File: src/rtl/switch_debounce.sv
`default_nettype none
// ============================================================================
//  Module   : switch_debounce
//  Purpose  : Multi-channel debouncer for the DE2 slide switches and keys.
//             Each channel is synchronised into clk by two flops. A channel
//             accepts a new level only after DEBOUNCE_CYCLES consecutive
//             cycles in which the synchronised input differs from the
//             current debounced level. Any return to the current level
//             restarts the count from zero.
//             For every channel the block provides a clean level, one-cycle
//             rise/fall pulses and an optional sticky event flag.
//
//  Parameters:
//    WIDTH           - number of independent channels
//    DEBOUNCE_CYCLES - stable cycles needed to accept a new level (>= 2)
//    CNT_WIDTH       - derived counter width, not meant to be overridden
//
//  Ports:
//    clk        in   system clock
//    rstN       in   asynchronous active-low reset
//    din        in   [WIDTH] raw asynchronous switch/button levels
//    clear      in   [WIDTH] level-sensitive synchronous clear of event_flag
//    dout       out  [WIDTH] debounced level
//    rise       out  [WIDTH] one-cycle pulse on an accepted 0->1 change
//    fall       out  [WIDTH] one-cycle pulse on an accepted 1->0 change
//    event_flag out  [WIDTH] sticky change flag. It is held until cleared.
//                            A change on the same edge as a clear wins.
//                            The flag cannot be called "event" because that
//                            is a reserved word in SystemVerilog.
//
//  Build option:
//    SWITCH_DEBOUNCE_EVENT_EN - when defined, the sticky event registers and
//                               the clear logic are built. When undefined,
//                               event_flag is tied to 0 and clear is ignored.
//
//  Revision : 1.0 - initial release
// ============================================================================
module switch_debounce #(
    parameter int WIDTH           = 8,
    parameter int DEBOUNCE_CYCLES = 500000,
    parameter int CNT_WIDTH       = $clog2(DEBOUNCE_CYCLES)
) (
    input  logic             clk,
    input  logic             rstN,
    input  logic [WIDTH-1:0] din,
    input  logic [WIDTH-1:0] clear,
    output logic [WIDTH-1:0] dout,
    output logic [WIDTH-1:0] rise,
    output logic [WIDTH-1:0] fall,
    output logic [WIDTH-1:0] event_flag
);

    // Terminal count. When the counter reaches this value, the current
    // mismatch cycle is cycle number DEBOUNCE_CYCLES, so the new level is
    // accepted on this edge.
    localparam logic [CNT_WIDTH-1:0] c_CNT_MAX = CNT_WIDTH'(DEBOUNCE_CYCLES - 1);

    logic [WIDTH-1:0] r_s1;
    logic [WIDTH-1:0] r_s2;
    logic [WIDTH-1:0] r_dout;
    logic [WIDTH-1:0] r_rise;
    logic [WIDTH-1:0] r_fall;
    logic [WIDTH-1:0] w_accept;

    // Two-flop synchroniser for the asynchronous board inputs.
    always_ff @(posedge clk or negedge rstN) begin
        if (!rstN) begin
            r_s1 <= '0;
            r_s2 <= '0;
        end else begin
            r_s1 <= din;
            r_s2 <= r_s1;
        end
    end

    // Per-channel stability counter. The counter only runs while the
    // synchronised input disagrees with dout. It clears on agreement and
    // on acceptance, so it never passes c_CNT_MAX and cannot wrap.
    for (genvar gi = 0; gi < WIDTH; gi++) begin : g_chan
        logic [CNT_WIDTH-1:0] r_cnt;
        logic                 w_mismatch;

        assign w_mismatch   = r_s2[gi] ^ r_dout[gi];
        assign w_accept[gi] = w_mismatch && (r_cnt == c_CNT_MAX);

        always_ff @(posedge clk or negedge rstN) begin
            if (!rstN) begin
                r_cnt <= '0;
            end else if (!w_mismatch || w_accept[gi]) begin
                r_cnt <= '0;
            end else begin
                r_cnt <= r_cnt + 1'b1;
            end
        end
    end

    // Accepting a level always flips dout. The new level is r_s2, so the
    // direction of the pulse comes straight from r_s2. This means rise and
    // fall can never both be high on one channel.
    always_ff @(posedge clk or negedge rstN) begin
        if (!rstN) begin
            r_dout <= '0;
            r_rise <= '0;
            r_fall <= '0;
        end else begin
            r_dout <= r_dout ^ w_accept;
            r_rise <= w_accept & r_s2;
            r_fall <= w_accept & ~r_s2;
        end
    end

    assign dout = r_dout;
    assign rise = r_rise;
    assign fall = r_fall;

`ifdef SWITCH_DEBOUNCE_EVENT_EN
    logic [WIDTH-1:0] r_event;

    // A set takes priority over a clear, so software never loses a change
    // that lands on the same cycle as its acknowledge.
    always_ff @(posedge clk or negedge rstN) begin
        if (!rstN) begin
            r_event <= '0;
        end else begin
            r_event <= w_accept | (r_event & ~clear);
        end
    end

    assign event_flag = r_event;
`else
    // Without event support the clear input has no load.
    logic w_unused_clear;
    assign w_unused_clear = ^clear;
    assign event_flag     = '0;
`endif

endmodule
`default_nettype wire

File: config.mk
export PLATFORM = sky130hd
export DESIGN_NAME = switch_debounce
export DESIGN_NICKNAME = d
export VERILOG_FILES = /design/src/rtl/switch_debounce.sv
export SDC_FILE = /design/constraint.sdc
export NUM_CORES = 1
export LEC_CHECK = 0
export BUFFER_PORTS_ARGS = -buffer_cell sky130_fd_sc_hd__buf_2
export CAP_MARGIN = 20
export CORE_AREA = 4 4 147 149
export CTS_CLUSTER_SIZE = 20
export DETAILED_ROUTE_END_ITERATION = 16
export DIE_AREA = 0 0 151 153
export GPL_TIMING_DRIVEN = 0
export PLACE_DENSITY_LB_ADDON = 0.05
export SLEW_MARGIN = 20
export SYNTH_ARGS = -nofsm -noshare
export SYNTH_HDL_FRONTEND = slang
export SYNTH_SLANG_ARGS = --single-unit
File: constraint.sdc
create_clock -name clk -period 4.4 [get_ports clk]
set_input_delay 0.44 -clock clk [delete_from_list [all_inputs] [get_ports clk]]
set_output_delay 0.44 -clock clk [all_outputs]
set_load 0.005 [all_outputs]
Word level (Yosys, flattened, before mapping)

Cells that the tools add are included.

$add $sub $neg: 8
Multiply operators: 0
Div/mod/pow operators: 0
$lt $le $gt $ge: 0
Equal/unequal tests: 8
Shift operators: 0
Multiplexer cells: 8
Bitwise gates (word level): 12
Reductions and logical operators: 24

Operator list:

| kind                                           | number |
|---|---|
| adder 19 x 1 -> 19 bit (second input constant) | 8 |
| equality test 19 bit (second input constant)   | 8 |
| two-way mux 19 bit                             | 8 |
| bitwise AND 8 bit                              | 2 |
| logical AND 1 bit                              | 8 |
| zero test 1 bit                                | 8 |
| logical OR 1 bit                               | 8 |
| inverter 8 bit                                 | 1 |
| XOR 1 bit                                      | 8 |
| XOR 8 bit                                      | 1 |

Flip-flop bits (word level): 192
Bits in latches: 0
Memory bits (writable): 0
ROM bits: 0
Input bits: 18
Output and inout port bits: 32
Logic and storage cells: 73
Memories: 0

Depth between registers and ports, before layout

Depth in word-level cells: 4
Gate-level depth with buffers: 7
Depth with buffers taken out: 5

Worst setup path before layout

Ideal clock, no wire load.

Path kind: flip-flop to flip-flop
From: reg g_chan[7].r_cnt[0]
To: reg with a tool-made name
Library setup time: 128 ps
Data arrival time: 1,692 ps
Required time: 4,272 ps
Slack: 2,581 ps
Cell stages (with the launch flop): 7
Path buffers: 1
Clock period less this slack: 1,819 ps
Cell sequence: dfrtp_1 > ha_1 > and4_1 > buf_2 > nand3_2 > or3_1 > mux2_1

RTL lines:

| item                     | line | text |
|---|---|---|
| start: declaration       | 80   | `logic [CNT_WIDTH-1:0] r_cnt;` |
| start signal: assignment | 92   | `r_cnt <= r_cnt + 1'b1;` |

Final worst setup path

From: reg g_chan[4].r_cnt[0]
To: reg g_chan[4].r_cnt[9]

Longest elaborated chain between the ends: 4
Elaborated cells between the ends (all ways): 5
Classes of those cells: add/sub (1); eq/ne (1); mux (1); reduce/logical (2)

RTL lines:

| item                                                           | line | text |
|---|---|---|
| start: declaration                                             | 80   |  |
| start signal: assignment                                       | 92   |  |
| branches (longest 3 deep; another with adder 19 x 1 -> 19 bit) | n/a  |  |
| two-way mux 19 bit *                                           | 89   | `end else if (!w_mismatch \|\| w_accept[gi]) begin` |

Mark *: on every way between the ends.

==> impl_metrics.json <==
{
  "period_minus_slack_ps": 2240,
  "overflow": 0,
  "insertion_delay_ps": 420,
  "critPathMostFrequentCell": "buf_2",
  "crit_type": "register to register",
  "fillers": 1866,
  "slew_headroom_pct": 39.0,
  "tightest_slew_ps": 906,
  "cp_slowest_cell": "o21ai_1",
  "drc_errors": 0,
  "timing.rr.end": "g_chan[4].r_cnt[9]",
  "dp_hpwl_mm": 11.9,
  "slowest_delay_ps": 560,
  "coreArea_sq_um": 20200,
  "hold_buffers": 0,
  "grt_pass1_wl_mm": 30.8,
  "hold_class": "input pin to asynchronous set/reset pin",
  "post-route-period-util_pct": 50.9,
  "final_common_cell": "dfrtp_1",
  "layout_common_cells": "192 x dfrtp_1, 121 x nor2_1, 72 x xor2_1, 55 x nand4_1, 52 x nand2_1",
  "async_reset_ff_share_pct": 100,
  "drtPass1Iterations": 4,
  "fin_cells": 1211,
  "io_pins": 50,
  "dieArea_sq_um": 23100,
  "tritoncts": "done",
  "power_density_nw_per_um2": 339,
  "antenna_found_initial": 0,
  "grt_pass1_vias": 6566,
  "worstPathArrival_ps": 2540,
  "port_buffers": 33,
  "setup_viol": 0,
  "die_x_um": 151,
  "hold_viol_final": 0,
  "outcome": "finished, final reports clean",
  "clkSinkCount": 192,
  "die_y_um": 153,
  "finalMaxSlewViolations": 0,
  "ys.warnings.count": 0,
  "synth_seq_cells": 192,
  "yosysSeqAreaShare_pct": 53.1,
  "p_leak_nw": 4.31,
  "avgViaCountPerCell": 5.44,
  "wl_mm": 17.5,
  "dp_cells": 1180,
  "synth_cell_type_count": 50,
  "path_cells": "ha_1, and4_1, buf_2, nand4_1, o21ai_1, buf_2, nor2_1",
  "cts.repair.resized": 0,
  "whs_ps": 0.00722,
  "synth_cells": 869,
  "cts_buffer_depth": 2,
  "cp_max_fo": 10,
  "r2r_start": "g_chan[4].r_cnt[0]",
  "end_kind": "register",
  "start_util_pct": 44.9,
  "max_cap_viol_count": 0,
  "ff2ff_path_depth": 7,
  "rows": 52,
  "crit_required_ps": 4700,
  "num_vias": 6586,
  "netlist_area_sq_um": 9050,
  "total_power_mw": 3.46,
  "cts_max_level": 4,
  "grt_max_degree": 100,
  "cts.clk_slew.worst_paths_ps": 70,
  "drt-initial-drc-count": 298,
  "drive_above_1_share_pct": 12.0,
  "ant_nets": 0,
  "crit_path_start_kind": "register",
  "rsz0062_at_grt": "false",
  "postCtsSetupRepairBufs": 0,
  "wl_per_cell_um": 14.4,
  "synth-main-ff-cell": "dfrtp_1",
  "track_usage_pct": 15.9,
  "rrSetupSlack_ps": 2160,
  "nets": 955,
  "vdd_ir_drop_max_mv": 0.239,
  "cts_buffers": 17,
  "max_freq_mhz": 446,
  "n_antenna_cell": 0,
  "avgSynthCellArea_sq_um": 10.4,
  "skew_ps": 9.39,
  "globalplace.congestion": 0.838,
  "utilization_pct": 50.6,
  "clockRootBuffer": "clkbuf_16",
  "area_growth_pct": 12.7,
  "synth_edf_count": 0
}
==> where the power goes <==
| group | leakage, nW | total (mW) | internal [mW] | switching (mW) |
|---|---|---|---|---|
| logic | 1.40 | 0.114 | 0.0359 | 0.0781 |
| registers | 2.63 | 1.81 | 1.79 | 0.0246 |
| clock network | 0.282 | 1.54 | 0.869 | 0.666 |
==> state kept, by name, summed over array words and instances (netlist names), named ones only <==
signal and count:
r_s1 8, g_chan.r_cnt 152, r_s2 8, fall 8, rise 8
==> per-layer routing <==
metal | global-route usage [%] | routed length [um] | part of all wire (%) | vias to the layer above
met4 | 4.36 | 161 | 0.92 | 0
met2 | 25.0 | 8290 | 47 | 97
met5 | 0 | 0 | 0 | -
met3 | 3.67 | 567 | 3.2 | 11
met1 | 22.3 | 8480 | 48 | 3247
li1 | - | - | - | 3231
==> final cells by class <==
type,count,area (sq um),share of cell area (%)
Buffer,29,163,1.59
Multi-Input combinational cell,646,4080,40.0
Tap cell,270,338,3.31
Sequential cell,192,4800,47.1
Clock buffer,19,453,4.44
Timing Repair Buffer,34,203,1.99
Clock inverter,12,133,1.30
Inverter,9,33.8,0.331
==> cells by family (layout without fill, tap and decap cells) <==
logic type / after synthesis / after routing / synth area share (%)
fa+ha+maj: 8 / 8 / 1.11
compound gates: 73 / 73 / 5.11
simple gates: 439 / 439 / 26.9
other cells: 1 / 8 / 0.0414
xor+xnor: 110 / 110 / 10.6
mux: 8 / 8 / 0.995
flops: 192 / 192 / 53.1
buf+inv: 38 / 103 / 2.17
==> through the flow <==
step / setup TNS (ps) / worst slack (ps) / instance area, sq um
2_1_floorplan: 0 / 2580 / 9080
3_3_place_gp: -29200 / -167 / 9580
3_5_place_dp: 0 / 2190 / 9620
4_1_cts: 0 / 2170 / 10200
5_1_grt: 0 / 2040 / 10200
6_report: 0 / 2160 / 10200
==> critical path, delay by kind of cell (launching register included) <==
kind / cells / cell delay [ps]
compound gates: 1 / 560
buf+inv: 2 / 510
fa+ha+maj: 1 / 230
simple gates: 3 / 410
flops: 1 / 390
==> synthesized netlist by cell type (4+ instances only) <==
| cell | number | area share [%] |
|---|---|---|
| or3_1 | 17 | 1.2 |
| nor4_1 | 14 | 0.97 |
| nand2_1 | 52 | 2.2 |
| o21ai_0 | 15 | 0.83 |
| and4_1 | 22 | 2.1 |
| buf_4 | 9 | 0.75 |
| a21oi_1 | 31 | 1.7 |
| or4_1 | 15 | 1.2 |
| xor2_1 | 72 | 7.0 |
| and2_1 | 8 | 0.55 |
| nor3_1 | 17 | 0.94 |
| dfrtp_1 | 192 | 53 |
| o31ai_1 | 11 | 0.91 |
| nor3b_1 | 18 | 1.5 |
| mux2_2 | 7 | 0.87 |
| ha_1 | 8 | 1.1 |
| nor2_1 | 121 | 5.0 |
| clkbuf_1 | 4 | 0.17 |
| nand4_1 | 55 | 3.8 |
| nor4b_1 | 14 | 1.4 |
| and3_1 | 20 | 1.4 |
| xnor2_1 | 38 | 3.7 |
| nand3_1 | 50 | 2.8 |
| inv_1 | 9 | 0.37 |
| buf_2 | 13 | 0.72 |
==> worst max-delay path by stage <==
stage	start	endpoint	cells past startpoint
after floorplan	g_chan[7].r_cnt[0]	register	6
after global placement	rstN	g_chan[6].r_cnt[14]	1
after detailed placement	g_chan[4].r_cnt[0]	g_chan[4].r_cnt[9]	7
after CTS	g_chan[4].r_cnt[0]	g_chan[4].r_cnt[9]	7
after global routing	g_chan[4].r_cnt[0]	g_chan[4].r_cnt[9]	7
final	g_chan[4].r_cnt[0]	g_chan[4].r_cnt[9]	7
No activity file was read; power rests on OpenSTA's default activity.
